**src/rtl/auth_pkg.sv**
```systemverilog
`default_nettype none
// ============================================================================
// Module   : auth_pkg
// Brief    : Shared types, command bytes and unlock-code helper for auth_blk_multi
// Revision : 2.0 - multi-byte unlock code, lockout and heartbeat
// ============================================================================
package auth_pkg;

    typedef enum logic [1:0] {
        ST_IDLE     = 2'd0,
        ST_LOCKOUT  = 2'd1,
        ST_ON       = 2'd2,
        ST_STOPPING = 2'd3
    } state_t;

    localparam logic [7:0] CMD_GO   = 8'h47;
    localparam logic [7:0] CMD_STOP = 8'h53;

    // Byte i of a code of len bytes; byte 0 is the most significant, sent first.
    function automatic logic [7:0] code_byte(input logic [31:0] code,
                                             input int len,
                                             input int i);
        logic [31:0] sh;
        sh = code >> (8 * (len - 1 - i));
        return sh[7:0];
    endfunction

endpackage
`default_nettype wire

```
**src/rtl/UART_rx.sv**
```systemverilog
`default_nettype none
// ============================================================================
// Module   : UART_rx
// Brief    : 8N1 UART receiver; rdy holds until clr_rdy or the next start bit
// Revision : 1.0 - existing receiver
// ============================================================================
module UART_rx #(
    parameter int BAUD_DIV = 2604
) (
    input  logic       clk,
    input  logic       rst_n,
    input  logic       RX,
    input  logic       clr_rdy,
    output logic [7:0] rx_data,
    output logic       rdy
);

    localparam int CW = $clog2(BAUD_DIV * 2);

    logic          r_rx_ff1;
    logic          r_rx_ff2;
    logic          r_busy;
    logic [3:0]    r_bit_cnt;
    logic [CW-1:0] r_baud_cnt;

    always_ff @(posedge clk or negedge rst_n) begin
        if (!rst_n) begin
            r_rx_ff1   <= 1'b1;
            r_rx_ff2   <= 1'b1;
            r_busy     <= 1'b0;
            r_bit_cnt  <= 4'd0;
            r_baud_cnt <= '0;
            rx_data    <= 8'h00;
            rdy        <= 1'b0;
        end else begin
            r_rx_ff1 <= RX;
            r_rx_ff2 <= r_rx_ff1;
            if (clr_rdy)
                rdy <= 1'b0;
            if (!r_busy) begin
                // First sample lands mid-way through data bit 0.
                if (!r_rx_ff2) begin
                    r_busy     <= 1'b1;
                    r_bit_cnt  <= 4'd0;
                    r_baud_cnt <= CW'(BAUD_DIV + BAUD_DIV / 2 - 1);
                    rdy        <= 1'b0;
                end
            end else if (r_baud_cnt != '0) begin
                r_baud_cnt <= r_baud_cnt - 1'b1;
            end else begin
                r_baud_cnt <= CW'(BAUD_DIV - 1);
                if (r_bit_cnt == 4'd8) begin
                    r_busy <= 1'b0;
                    rdy    <= 1'b1;
                end else begin
                    rx_data   <= {r_rx_ff2, rx_data[7:1]};
                    r_bit_cnt <= r_bit_cnt + 4'd1;
                end
            end
        end
    end

endmodule
`default_nettype wire

```
**src/rtl/auth_code_matcher.sv**
```systemverilog
`default_nettype none
// ============================================================================
// Module   : auth_code_matcher
// Brief    : Tracks progress through the unlock code with an inter-byte timeout
// Revision : 2.0 - initial multi-byte matcher
// ============================================================================
module auth_code_matcher
    import auth_pkg::*;
#(
    parameter int                      CODE_LEN    = 2,
    parameter logic [8*CODE_LEN-1:0]   UNLOCK_CODE = 16'h4731,
    parameter int                      HB_TIMEOUT  = 50_000_000
) (
    input  logic       clk,
    input  logic       rst_n,
    input  logic       enable,
    input  logic       clear,
    input  logic       byte_vld,
    input  logic [7:0] byte_data,
    output logic       code_ok,
    output logic       code_bad
);

    localparam int TW = $clog2(HB_TIMEOUT + 1);

    logic [1:0]    r_idx;
    logic [TW-1:0] r_tmr;
    logic [7:0]    w_exp;
    logic          w_active;
    logic          w_match;
    logic          w_last;

    assign w_exp    = code_byte(32'(UNLOCK_CODE), CODE_LEN, int'(r_idx));
    assign w_active = enable && !clear;
    assign w_match  = (byte_data == w_exp);
    assign w_last   = (r_idx == 2'(CODE_LEN - 1));
    assign code_ok  = w_active && byte_vld && w_match && w_last;
    assign code_bad = w_active && byte_vld && !w_match;

    always_ff @(posedge clk or negedge rst_n) begin
        if (!rst_n) begin
            r_idx <= 2'd0;
            r_tmr <= '0;
        end else if (!w_active) begin
            r_idx <= 2'd0;
            r_tmr <= '0;
        end else if (byte_vld) begin
            // A wrong byte restarts the code; it is never taken as a new first byte.
            if (w_match && !w_last) begin
                r_idx <= r_idx + 2'd1;
                r_tmr <= TW'(HB_TIMEOUT);
            end else begin
                r_idx <= 2'd0;
                r_tmr <= '0;
            end
        end else if (r_idx != 2'd0) begin
            if (r_tmr <= TW'(1)) begin
                r_idx <= 2'd0;
                r_tmr <= '0;
            end else begin
                r_tmr <= r_tmr - 1'b1;
            end
        end
    end

endmodule
`default_nettype wire

```
**src/rtl/auth_blk_multi.sv**
```systemverilog
`default_nettype none
// ============================================================================
// Module   : auth_blk_multi
// Brief    : Rider authentication: multi-byte unlock, heartbeat, bad-code lockout
// Revision : 2.0 - second-generation controller
// ============================================================================
module auth_blk_multi
    import auth_pkg::*;
#(
    parameter int                      CODE_LEN    = 2,
    parameter logic [8*CODE_LEN-1:0]   UNLOCK_CODE = 16'h4731,
    parameter logic [7:0]              STOP_CMD    = CMD_STOP,
    parameter int                      HB_TIMEOUT  = 50_000_000,
    parameter int                      MAX_FAILS   = 3,
    parameter int                      LOCKOUT_CYC = 250_000_000,
    parameter int                      BAUD_DIV    = 2604
) (
    input  logic       clk,
    input  logic       rst_n,
    input  logic       RX,
    input  logic       rider_off,
    output logic       pwr_up,
    output logic       locked,
    output logic       link_lost,
    output logic [2:0] fail_cnt
);

    localparam logic [1:0] S_IDLE     = ST_IDLE;
    localparam logic [1:0] S_LOCKOUT  = ST_LOCKOUT;
    localparam logic [1:0] S_ON       = ST_ON;
    localparam logic [1:0] S_STOPPING = ST_STOPPING;

    localparam int TMR_MAX = (HB_TIMEOUT > LOCKOUT_CYC) ? HB_TIMEOUT : LOCKOUT_CYC;
    localparam int TW      = $clog2(TMR_MAX + 1);

    logic [7:0]    rx_data;
    logic          rdy;
    logic          clr_rdy;
    logic          code_ok;
    logic          code_bad;
    logic          w_match_en;
    logic          w_match_clr;

    logic [1:0]    r_state, w_nxt_state;
    logic [2:0]    r_fail,  w_nxt_fail;
    logic          r_ll,    w_nxt_ll;
    logic [TW-1:0] r_tmr,   w_nxt_tmr;

    assign clr_rdy = rdy;

    UART_rx #(
        .BAUD_DIV (BAUD_DIV)
    ) u_uart (
        .clk     (clk),
        .rst_n   (rst_n),
        .RX      (RX),
        .clr_rdy (clr_rdy),
        .rx_data (rx_data),
        .rdy     (rdy)
    );

    assign w_match_en  = (r_state == S_IDLE) || (r_state == S_STOPPING);
    assign w_match_clr = (r_state == S_STOPPING) && rider_off;

    auth_code_matcher #(
        .CODE_LEN    (CODE_LEN),
        .UNLOCK_CODE (UNLOCK_CODE),
        .HB_TIMEOUT  (HB_TIMEOUT)
    ) u_matcher (
        .clk       (clk),
        .rst_n     (rst_n),
        .enable    (w_match_en),
        .clear     (w_match_clr),
        .byte_vld  (rdy),
        .byte_data (rx_data),
        .code_ok   (code_ok),
        .code_bad  (code_bad)
    );

    always_comb begin
        w_nxt_state = r_state;
        w_nxt_fail  = r_fail;
        w_nxt_ll    = r_ll;
        w_nxt_tmr   = r_tmr;
        case (r_state)
            S_IDLE: begin
                if (code_ok) begin
                    w_nxt_state = S_ON;
                    w_nxt_fail  = 3'd0;
                    w_nxt_ll    = 1'b0;
                    w_nxt_tmr   = TW'(HB_TIMEOUT);
                end else if (code_bad) begin
                    if (r_fail >= 3'(MAX_FAILS - 1)) begin
                        w_nxt_state = S_LOCKOUT;
                        w_nxt_fail  = 3'd0;
                        w_nxt_tmr   = TW'(LOCKOUT_CYC);
                    end else begin
                        w_nxt_fail  = r_fail + 3'd1;
                    end
                end
            end
            S_LOCKOUT: begin
                if (r_tmr <= TW'(1)) begin
                    w_nxt_state = S_IDLE;
                    w_nxt_tmr   = '0;
                end else begin
                    w_nxt_tmr   = r_tmr - 1'b1;
                end
            end
            S_ON: begin
                if (rdy) begin
                    w_nxt_tmr = TW'(HB_TIMEOUT);
                    if (rx_data == STOP_CMD)
                        w_nxt_state = S_STOPPING;
                end else if (r_tmr <= TW'(1)) begin
                    w_nxt_state = S_STOPPING;
                    w_nxt_ll    = 1'b1;
                    w_nxt_tmr   = '0;
                end else begin
                    w_nxt_tmr   = r_tmr - 1'b1;
                end
            end
            S_STOPPING: begin
                // rider_off outranks a simultaneous byte, which is dropped.
                if (rider_off) begin
                    w_nxt_state = S_IDLE;
                end else if (code_ok) begin
                    w_nxt_state = S_ON;
                    w_nxt_fail  = 3'd0;
                    w_nxt_ll    = 1'b0;
                    w_nxt_tmr   = TW'(HB_TIMEOUT);
                end
            end
            default: begin
                w_nxt_state = S_IDLE;
                w_nxt_fail  = 3'd0;
                w_nxt_ll    = 1'b0;
                w_nxt_tmr   = '0;
            end
        endcase
    end

    always_ff @(posedge clk or negedge rst_n) begin
        if (!rst_n) begin
            r_state   <= S_IDLE;
            r_fail    <= 3'd0;
            r_ll      <= 1'b0;
            r_tmr     <= '0;
            pwr_up    <= 1'b0;
            locked    <= 1'b0;
        end else begin
            r_state   <= w_nxt_state;
            r_fail    <= w_nxt_fail;
            r_ll      <= w_nxt_ll;
            r_tmr     <= w_nxt_tmr;
            pwr_up    <= (w_nxt_state == S_ON) || (w_nxt_state == S_STOPPING);
            locked    <= (w_nxt_state == S_LOCKOUT);
        end
    end

    assign link_lost = r_ll;
    assign fail_cnt  = r_fail;

endmodule
`default_nettype wire

```
**config.mk**
```make
export PLATFORM = sky130hd
export DESIGN_NAME = auth_blk_multi
export DESIGN_NICKNAME = d
export VERILOG_FILES = /design/src/rtl/auth_pkg.sv /design/src/rtl/UART_rx.sv /design/src/rtl/auth_code_matcher.sv /design/src/rtl/auth_blk_multi.sv
export SDC_FILE = /design/constraint.sdc
export NUM_CORES = 1
export LEC_CHECK = 0
export ABC_AREA = 1
export BUFFER_PORTS_ARGS = -buffer_cell sky130_fd_sc_hd__buf_2
export CAP_MARGIN = 30
export CORE_ASPECT_RATIO = 1.75
export CORE_UTILIZATION = 54
export CTS_CLUSTER_DIAMETER = 100
export DETAILED_ROUTE_END_ITERATION = 8
export GPL_ROUTABILITY_DRIVEN = 0
export PLACE_DENSITY = 0.77
export SLEW_MARGIN = 20
export SYNTH_ARGS = -nofsm -noshare
export SYNTH_HDL_FRONTEND = slang
export SYNTH_HIERARCHICAL = 1
export SYNTH_SLANG_ARGS = --single-unit
```
**constraint.sdc**
```tcl
create_clock -name clk -period 4.7 [get_ports clk]
set_clock_uncertainty 0.1 [all_clocks]
set_input_delay 0.235 -clock clk [delete_from_list [all_inputs] [get_ports clk]]
set_output_delay 0.235 -clock clk [all_outputs]
set_load 0.02 [all_outputs]
```
# After elaboration in Yosys (flattened, before gate mapping)
# Cells that the tools add are included.
dict set report word_totals {
  register_bits 93
  input_bits 4
  wordCells 125
}
dict set report classes {
  n_addsub 7
  magnitude_cmp 3
  n_eq_ne 21
  n_shift 1
  muxes 53
  bitwise 2
  reduce_logical 23
}
# cell count
set ops {}
lappend ops {{$mux 28} 7}
lappend ops {{$mux 26} 5}
lappend ops {{$pmux 28 s4} 1}
lappend ops {{$mux 13} 3}
lappend ops {{$shr 15x32->8 const A} 1}
lappend ops {{$le 28x1->1 const B} 1}
lappend ops {{$mux 2} 14}
lappend ops {{$sub 28x1->28 const B} 1}
lappend ops {{$le 26x1->1 const B} 1}
lappend ops {{$sub 26x1->26 const B} 1}
lappend ops {{$mux 4} 4}
lappend ops {{$mux 3} 5}
lappend ops {{$ne 2x2->1 const B} 7}
lappend ops {{$reduce_bool 13->1} 1}
lappend ops {{$sub 13x1->13 const B} 1}
lappend ops {{$reduce_and 4->1} 3}
lappend ops {{$mux 1} 11}
lappend ops {{$ne 3x3->1 const B} 3}
lappend ops {{$eq 2x2->1 const B} 4}
lappend ops {{$eq 8x7->1 const B} 1}
lappend ops {{$eq 8x8->1} 1}
lappend ops {{$pmux 2 s4} 1}
lappend ops {{$logic_and 1x1->1} 7}
lappend ops {{$eq 2x1->1 const B} 3}
lappend ops {{17 further kinds} 23}

# Logic depth before layout (Yosys ltp)
# Gate-level depths: netlist of the first run.
dict set report logic_depth {
  depth_word 12
  depth_mapped 18
  mapped_depth_nobuf 17
}

# By module
# Netlist of the first run, hierarchy kept.
# module n_inst cells_per_inst area_each_um2 seq_area_each_um2
set modules_own_cells {}
lappend modules_own_cells {auth_blk_multi 1 362 2632.5 900.9}
lappend modules_own_cells {auth_code_matcher 1 314 2194.6 700.7}
lappend modules_own_cells {UART_rx 1 193 1585.3 728.2}

# Worst setup path after synthesis of the first run
# OpenSTA, ideal clock, no wires.
dict set report synth_path {
  path_kind {reg2reg}
  startpoint {register r_state[0]}
  endpoint {register r_tmr[21] (netlist name)}
  setup_ps 77
  t_arrival_ps 2279
  path_slack_ps 2243
  stages_incl_launch_ff 16
  path_buffers 2
  synth_period_minus_slack_ps 2457
  path_cell_list {dfrtp_1 inv_1 ha_1 inv_1 nand2_2 nor2_1 nand2_1 nor2_1 inv_1 o21ai_2 o21ai_4 inv_2 buf_6 buf_6 o21ai_1 a21oi_1}
}
# element line
set synth_rtl {}
lappend synth_rtl {{start, declared} auth_blk_multi.sv:44} ;# logic [1:0] r_state, w_nxt_state;
lappend synth_rtl {{start signal, assigned} auth_blk_multi.sv:152} ;# r_state <= w_nxt_state;

==> results of run 1 <==
## Yosys cell counts, types with 2 or more instances
cell type / instances / area share, %
nand2_1: 232 / 14
nor2_1: 112 / 6.6
inv_1: 103 / 6.0
dfrtp_1: 91 / 36
nand3_1: 45 / 3.5
xor2_1: 29 / 4.0
nand2_2: 25 / 2.4
o21ai_0: 24 / 1.9
a21oi_1: 21 / 1.6
nor2_2: 21 / 2.0
nand4_1: 18 / 1.8
ha_1: 17 / 3.3
a21oi_2: 12 / 1.6
nor2_4: 12 / 2.1
o21ai_2: 11 / 1.5
inv_2: 10 / 0.59
o21ai_1: 10 / 0.78
nor3_1: 8 / 0.62
xnor2_1: 8 / 1.1
buf_6: 7 / 1.2
nand3_2: 6 / 0.94
buf_2: 5 / 0.39
a22oi_1: 4 / 0.47
a31oi_1: 4 / 0.39
nand2_4: 4 / 0.70
a211oi_1: 2 / 0.23
and3_1: 2 / 0.20
dfstp_2: 2 / 0.82
nand3b_1: 2 / 0.23
nor2_8: 2 / 0.62
nor3_2: 2 / 0.31
o211ai_1: 2 / 0.23
o21a_1: 2 / 0.23
o21ai_4: 2 / 0.51
o21bai_1: 2 / 0.23
o22ai_1: 2 / 0.20
## layer usage
layer	global-route usage, %	vias to the layer above	routed length [microns]
met5	0	-	0
met1	26.4	2590	5480
li1	-	2763	-
met2	47.3	101	7870
met3	3.45	52	342
met4	12.6	0	580
## per-stage QoR
| stage | utilization [%] | cell area [sq um] | instances | setup WS, ns | hold slack, ns |
|---|---|---|---|---|---|
| floorplan | - | 6410 | 869 | 2.24 | -0.161 |
| global placement | 56.3 | 6520 | 1002 | 1.80 | 0.240 |
| global route | 59.3 | 6870 | 1020 | 1.42 | 0.260 |
| finish | 59.3 | 6870 | 1020 | 1.68 | 0.231 |
| detailed placement | 56.3 | 6520 | 1002 | 1.69 | 0.242 |
| CTS | 59.3 | 6870 | 1020 | 1.68 | 0.236 |
## final cells by class
cell class / instances / area (sq um) / share of cell area, %
sequential: 93 / 2330 / 33.9
timing repair buffer: 13 / 82.6 / 1.20
tap: 135 / 169 / 2.46
clock buffer: 9 / 225 / 3.28
inverter: 113 / 424 / 6.17
clock inverter: 7 / 105 / 1.53
multi-input combinational: 650 / 3530 / 51.4
## cell families (layout without fill, tap and decap cells)
| group | Yosys count | in the layout | share of synthesized area (%) |
|---|---|---|---|
| and+or+nand+nor | 496 | 496 | 36.6 |
| adders and majority gates | 17 | 17 | 3.32 |
| AOI/OAI and AO/OA | 100 | 100 | 10.2 |
| DFF | 93 | 93 | 36.3 |
| xor gates and xnor gates | 37 | 37 | 5.05 |
| buffers and inverters | 126 | 142 | 8.55 |
## registers in the layout (all words and copies together), names as in the netlist, 2 cells and up
name	count
u_matcher/r_tmr	26
u_uart/r_bit_cnt	4
fail_cnt	3
u_matcher/r_idx	2
r_state	2
r_tmr	28
u_uart/rx_data	8
u_uart/r_baud_cnt	13
## worst max-delay path: stages, from the launching register on
cell and delay [ns]:
dfrtp_1 0.43, inv_1 0.09, ha_1 0.34, inv_1 0.08, nand2_2 0.08, nor2_1 0.20
nand2_1 0.08, nor2_1 0.23, inv_1 0.17, o21ai_2 0.21, o21ai_4 0.18, inv_2 0.34
nand2_2 0.15, inv_2 0.14, nor3_1 0.07
## worst paths after layout
path	endpoint	slack [ns]	start
worst max-delay path	r_tmr[11]$_DFFE_PN0P_	1.68	r_state[0]$_DFF_PN0_
min in group asynchronous	r_tmr[24]$_DFFE_PN0P_	0.38	rst_n
worst min register to register	u_uart/r_rx_ff2$_DFF_PN1_	0.26	u_uart/r_rx_ff1$_DFF_PN1_
max in group asynchronous	u_uart/r_rx_ff2$_DFF_PN1_	3.16	rst_n
worst max register to register	r_tmr[11]$_DFFE_PN0P_	1.68	r_state[0]$_DFF_PN0_
worst min-delay path	r_tmr[18]$_DFFE_PN0P_	0.23	rider_off
## power by group
part           total [W]  switching [W]  internal (W)
Combinational  0.0000198      0.0000170    0.00000281
Clock           0.000808       0.000333      0.000475
Sequential      0.000802    0.000000478      0.000801
==> run metrics, run 1 <==
initial antenna violation count=0; worst hold path class=input port to flip-flop; Arr. time, crit path=3.16 ns; Tot Pwr=0.00163 W; Post-synth ARST share=100%; area delta synth->final=7.14%; count of cell types in the netlist=44; leading cell type in the layout, fill and taps excluded=nand2_1; final hold violation count=0; Final setup viols=0; drt via density=5.40; post-route ant nets=0; Rel. slew slack=47.6%; largest net degree at the start of global routing=61; detailed-route via count=5,506; worst-skew pair later-pin latency=0.35 ns; area of the core=11,600 sq um; Post-CTS Setup Repair Bufs=0; Remaining DRCs=0; post-synthesis sequential area ratio=36.3%; fin crit period=3.02 ns; Hold Crit Depth=5; Top Ports=10; Final Cycle Share=64.3%; IO Port Bufs=9; CP endpoint kind=flip-flop; worst slew pin tran=0.787 ns; ANT cells=0; detailed placer's ending HPWL=10,700 microns; # nets final=901; Setup TNS Final=0 ns; Max Fclk=331 MHz; first-pass iteration count of the detailed router=5; post-CTS sizing=0; clk sinks=93; Static Leak=3.77 nW; outcome=complete, no violations; GRT Resource Usage Total=24.9%; vias in the first global route=5,391; CP Launch Type=flip-flop; Hold-fix buffers, CTS=2; H-tree levels=3; floorplan row count=52; Initial Utilization=55.4%; Most used DFF post-synth=dfrtp_1; Remaining Overflow, GRT=0; Avg Synthesized Cell Area=7.38 sq um; FF-to-FF path depth=14; Die ar.=12,300 sq um; die width=84.4 microns; Req. time, crit path=4.84 ns; Post-synth EDFFs=0; unrepaired setup endpoints after global routing=false; crit-path max FO=20; Die Height=146 microns; VDD IR-drop max=0.164 mV; WS Path Type=flip-flop to flip-flop; CTS tree=built; clock transition at the registers of the reported paths=0.07 ns; most frequent cells in the layout=nand2_1, nor2_1, inv_1; Synth Net Count=890; layout cells sized above 1=15.7%; clock root cell=clkbuf_16; Synth Instances=869; Post-Synthesis Cell Area=6410 sq um; YS warnings=6; # Max-Cap Violations=0; Avg WL per Cell=14.0 microns; buffer depth of the longest clock path=2; Final Slew Violations=0; first-pass GRT wire length=24,400 microns; CTS buffer count=9; DR iter-0 viols=372; Seq cells post-synth=93; final wirelength=14,300 microns; cell area power density=237 nW/um^2; Fill cells=1,071
No activity file was read; power rests on OpenSTA's default activity.
==> run 2, diff against run 1 <==
ABC_AREA = 0   (was 1)
clock period = 2.8 ns   (was 4.7 ns; I/O delays follow)
==> run 2 against run 1 <==
- register-to-register slack worse by 1.7 ns
- clock power up 56%
- maximum frequency up 5.9%
- the run now ends with negative setup slack left
- critical path depth down 1
- sequential share of layout area down 0.35 points
- highest routed layer unchanged
- total power up 62%
- clock-buffer cell count up 1
- first-iteration DRC count up 21%
- largest power group is now sequential cells
- combinational power up 75%
- largest cell class unchanged
==> run metrics, run 2 <==
unrepaired setup endpoints after global routing=true; largest net degree at the start of global routing=54 (-11%); slowest cell delay on critical path=0.42 ns (about the same); crit-path cells=inv_2 > ha_4 > or4_4 > nand2_2 > nand2_2 > a2111oi_4 > and3_4 > buf_4 > inv_1 > a21boi_2 > nor3_2 > a221oi_2 > buf_4; Initial Utilization=56.0% (+0.63 points); met3 WL=617 microns (+80%); worst-skew pair later-pin latency=0.35 ns (about the same); VDD IR-drop max=0.373 mV (+130%); buffer depth of the longest clock path=2 (unchanged); area delta synth->final=19.7%; Yosys top cell by area=dfrtp_1; clock transition at the registers of the reported paths=0.07 ns (about the same); fin cells=811 (-20%); Most used DFF post-synth=dfrtp_1; met1 wire length=5750 microns (+4.8%); clock root cell=clkbuf_16; pre-CTS WS=-0.141 ns (-1.84 ns); vias in the first global route=5,297 (-1.7%); ANT cells=0 (unchanged); multi-input logic area=3420 sq um (-3.3%); H-tree levels=3 (unchanged); post-route ant nets=0 (unchanged); Remaining DRCs=0 (unchanged); Seq cells post-synth=93 (unchanged); Max Fclk=351 MHz (+5.9%); die width=80.4 microns (-4.8%); Final setup viols=17 (+17); # nets final=700 (-22%); detailed route wirelength on metal2=8180 microns (+4.0%); crit-path max FO=5 (-75%); YS warnings=6 (unchanged); Static Leak=3.17 nW (-16%); Rel. slew slack=53.2% (+5.7 points); Critical R2R Launch=u_matcher/r_idx[0]$_DFFE_PN0P_; final wirelength=15,100 microns (+5.9%); Final Slew Violations=0 (unchanged); CP Launch Type=flip-flop; clk sinks=93 (unchanged); Cell Area, Placed=6330 sq um (-2.9%); area of the core=10,400 sq um (-11%); DR iter-0 viols=450 (+21%); FF/Latch Area=2330 sq um (about the same); Post-Synthesis Cell Area=5800 sq um (-9.5%); outcome=complete, but fails checks; top flop regs=r_tmr (28), u_matcher/r_tmr (26), u_uart/r_baud_cnt (13); Fill cells=779 (-27%); Final Util=67.0% (+7.7 points); timing startpoint of the critical path=u_matcher/r_idx[0]$_DFFE_PN0P_; Die Height=139 microns (-4.8%); hold path startpoint=rider_off; floorplan row count=49 (-5.8%); Hold WS=0.219 ns (-0.0123 ns); post-synthesis sequential area ratio=40.2% (+3.8 points); Largest register FFs=28 (unchanged); failing checks=negative setup slack; worst hold path class=input port to flip-flop; final instance area=6950 sq um (+1.1%); Avg Synthesized Cell Area=9.27 sq um (+26%); leading cell type in the layout, fill and taps excluded=dfrtp_1; CP max stage cell=or4_4; WS Path Type=flip-flop to flip-flop; layout cells sized above 1=25.0% (+9.3 points); Post-synth ARST share=100% (unchanged); Top Ports=10 (unchanged); CTS buffer count=9 (unchanged); IO Port Bufs=9 (unchanged); first-pass GRT wire length=25,100 microns (+3.1%); drt via density=6.51 (+21%); post-placement cell count=784 (-22%); Req. time, crit path=2.99 ns (-1.85 ns); cell area power density=380 nW/um^2 (+60%); Avg WL per Cell=18.6 microns (+33%); synth top area cells=dfrtp_1, ha_1, a21oi_1, nor2_1, nand3_1; Final Cycle Share=102% (+38 points); most frequent cells in the layout=dfrtp_1, buf_4, nor2_1; Top Layer Used=met4; final hold violation count=0 (unchanged); fin crit period=2.85 ns (-0.168 ns); GRT Resource Usage Total=28.6% (+3.7 points); detailed-route via count=5,276 (-4.2%); CTS tree=built; count of cell types in the netlist=78 (+77%); detailed placer's ending HPWL=10,200 microns (-4.2%); Synth Instances=626 (-28%); first-pass iteration count of the detailed router=5 (unchanged); Synth Net Count=647 (-27%); Worst Slack Setup Final=-0.0527 ns (-1.73 ns); # Max-Cap Violations=0 (unchanged); Die ar.=11,200 sq um (-9.3%); area share of the largest cell type after synthesis=39.2% (+3.7 points); worst slew pin tran=0.693 ns (-0.0940 ns); initial antenna violation count=0 (unchanged); CP endpoint kind=flip-flop; Biggest register=r_tmr; Remaining Overflow, GRT=0 (unchanged); Commonest cells post-synth=dfrtp_1, nor2_1, a21oi_1; Post-synth EDFFs=0 (unchanged); Arr. time, crit path=3.04 ns (-0.12 ns); most frequent cell after synthesis=dfrtp_1
## run 2: cell count changes after synthesis, moves of 20 or more
cell / before / now
nor2_1: 112 / 53
nor2_2: 21 / 0
xor2_1: 29 / 9
nand2_2: 25 / 1
nand2_1: 232 / 33
inv_1: 103 / 39
a21oi_1: 21 / 42
## run 2: path summary, 6_finish.rpt
check / endpoint / slack (ns) / cells past startpoint
max in group asynchronous: u_uart/r_rx_ff2$_DFF_PN1_ / 1.65 / 3
setup / recovery: r_state[1]$_DFF_PN0_ / -0.05 / 13
hold / removal: link_lost$_DFFE_PN0P_ / 0.22 / 4
setup reg to reg: r_state[1]$_DFF_PN0_ / -0.05 / 13
min in group asynchronous: u_matcher/r_tmr[24]$_DFFE_PN0P_ / 0.23 / 2
hold reg to reg: u_uart/r_rx_ff2$_DFF_PN1_ / 0.26 / 0
## run 2: routing by layer
layer / track usage [%] / vias up
met5: 0 / -
met4: 15.3 / 0
met3: 5.26 / 54
met2: 49.6 / 196
met1: 32.2 / 2601
li1: - / 2425
## run 2: cell type report
type | instances | share of cell area (%)
timing repair buffer | 70 | 8.36
sequential | 93 | 33.6
multi-input combinational | 466 | 49.2
tap | 127 | 2.29
clock buffer | 10 | 3.44
inverter | 39 | 2.11
clock inverter | 6 | 1.03
## run 2: power by group
| part | internal, W | total, W | switching [W] | leakage, nW |
|---|---|---|---|---|
| Combinational | 0.00000685 | 0.0000346 | 0.0000278 | 1.82 |
| Clock | 0.000722 | 0.00126 | 0.000536 | 0.145 |
| Sequential | 0.00135 | 0.00135 | 0.00000229 | 1.20 |
## run 2: per-stage QoR
step	setup TNS, ns	total power (W)
after global placement	-0.0580	0.00141
after global routing	-2.94	0.00273
after floorplan	-0.701	0.00137
after CTS	-0.0306	0.00266
final	-0.583	0.00264
after detailed placement	-1.72	0.00141
## run 2: worst max-delay path: cells and delay by family (launching register included)
family                   cells  cell delay (ns)
adder cells (fa/ha/maj)      1             0.17
flip-flops                   1             0.40
AO/OA/AOI/OAI                3             0.75
buffers and inverters        4             0.46
AND/OR/NAND/NOR              5             0.91
## run 2: cells by family after synthesis
| family | count (synthesis) | synth area share, % |
|---|---|---|
| AO/OA/AOI/OAI | 149 | 17.8 |
| XOR/XNOR | 16 | 2.42 |
| flip-flops | 93 | 40.2 |
| buffers and inverters | 68 | 5.52 |
| adder cells (fa/ha/maj) | 17 | 3.67 |
| AND/OR/NAND/NOR | 260 | 25.6 |
| multiplexers | 23 | 4.85 |
## run 2: timing repair
action / CTS / global route
cloned: 2 / 0
buffers inserted: 3 / 4
hold endpoints to repair: 41 / 0
hold buffers: 2 / 0
pin swaps: 8 / 15
resized for setup: 17 / 31
setup endpoints to repair: 25 / 33
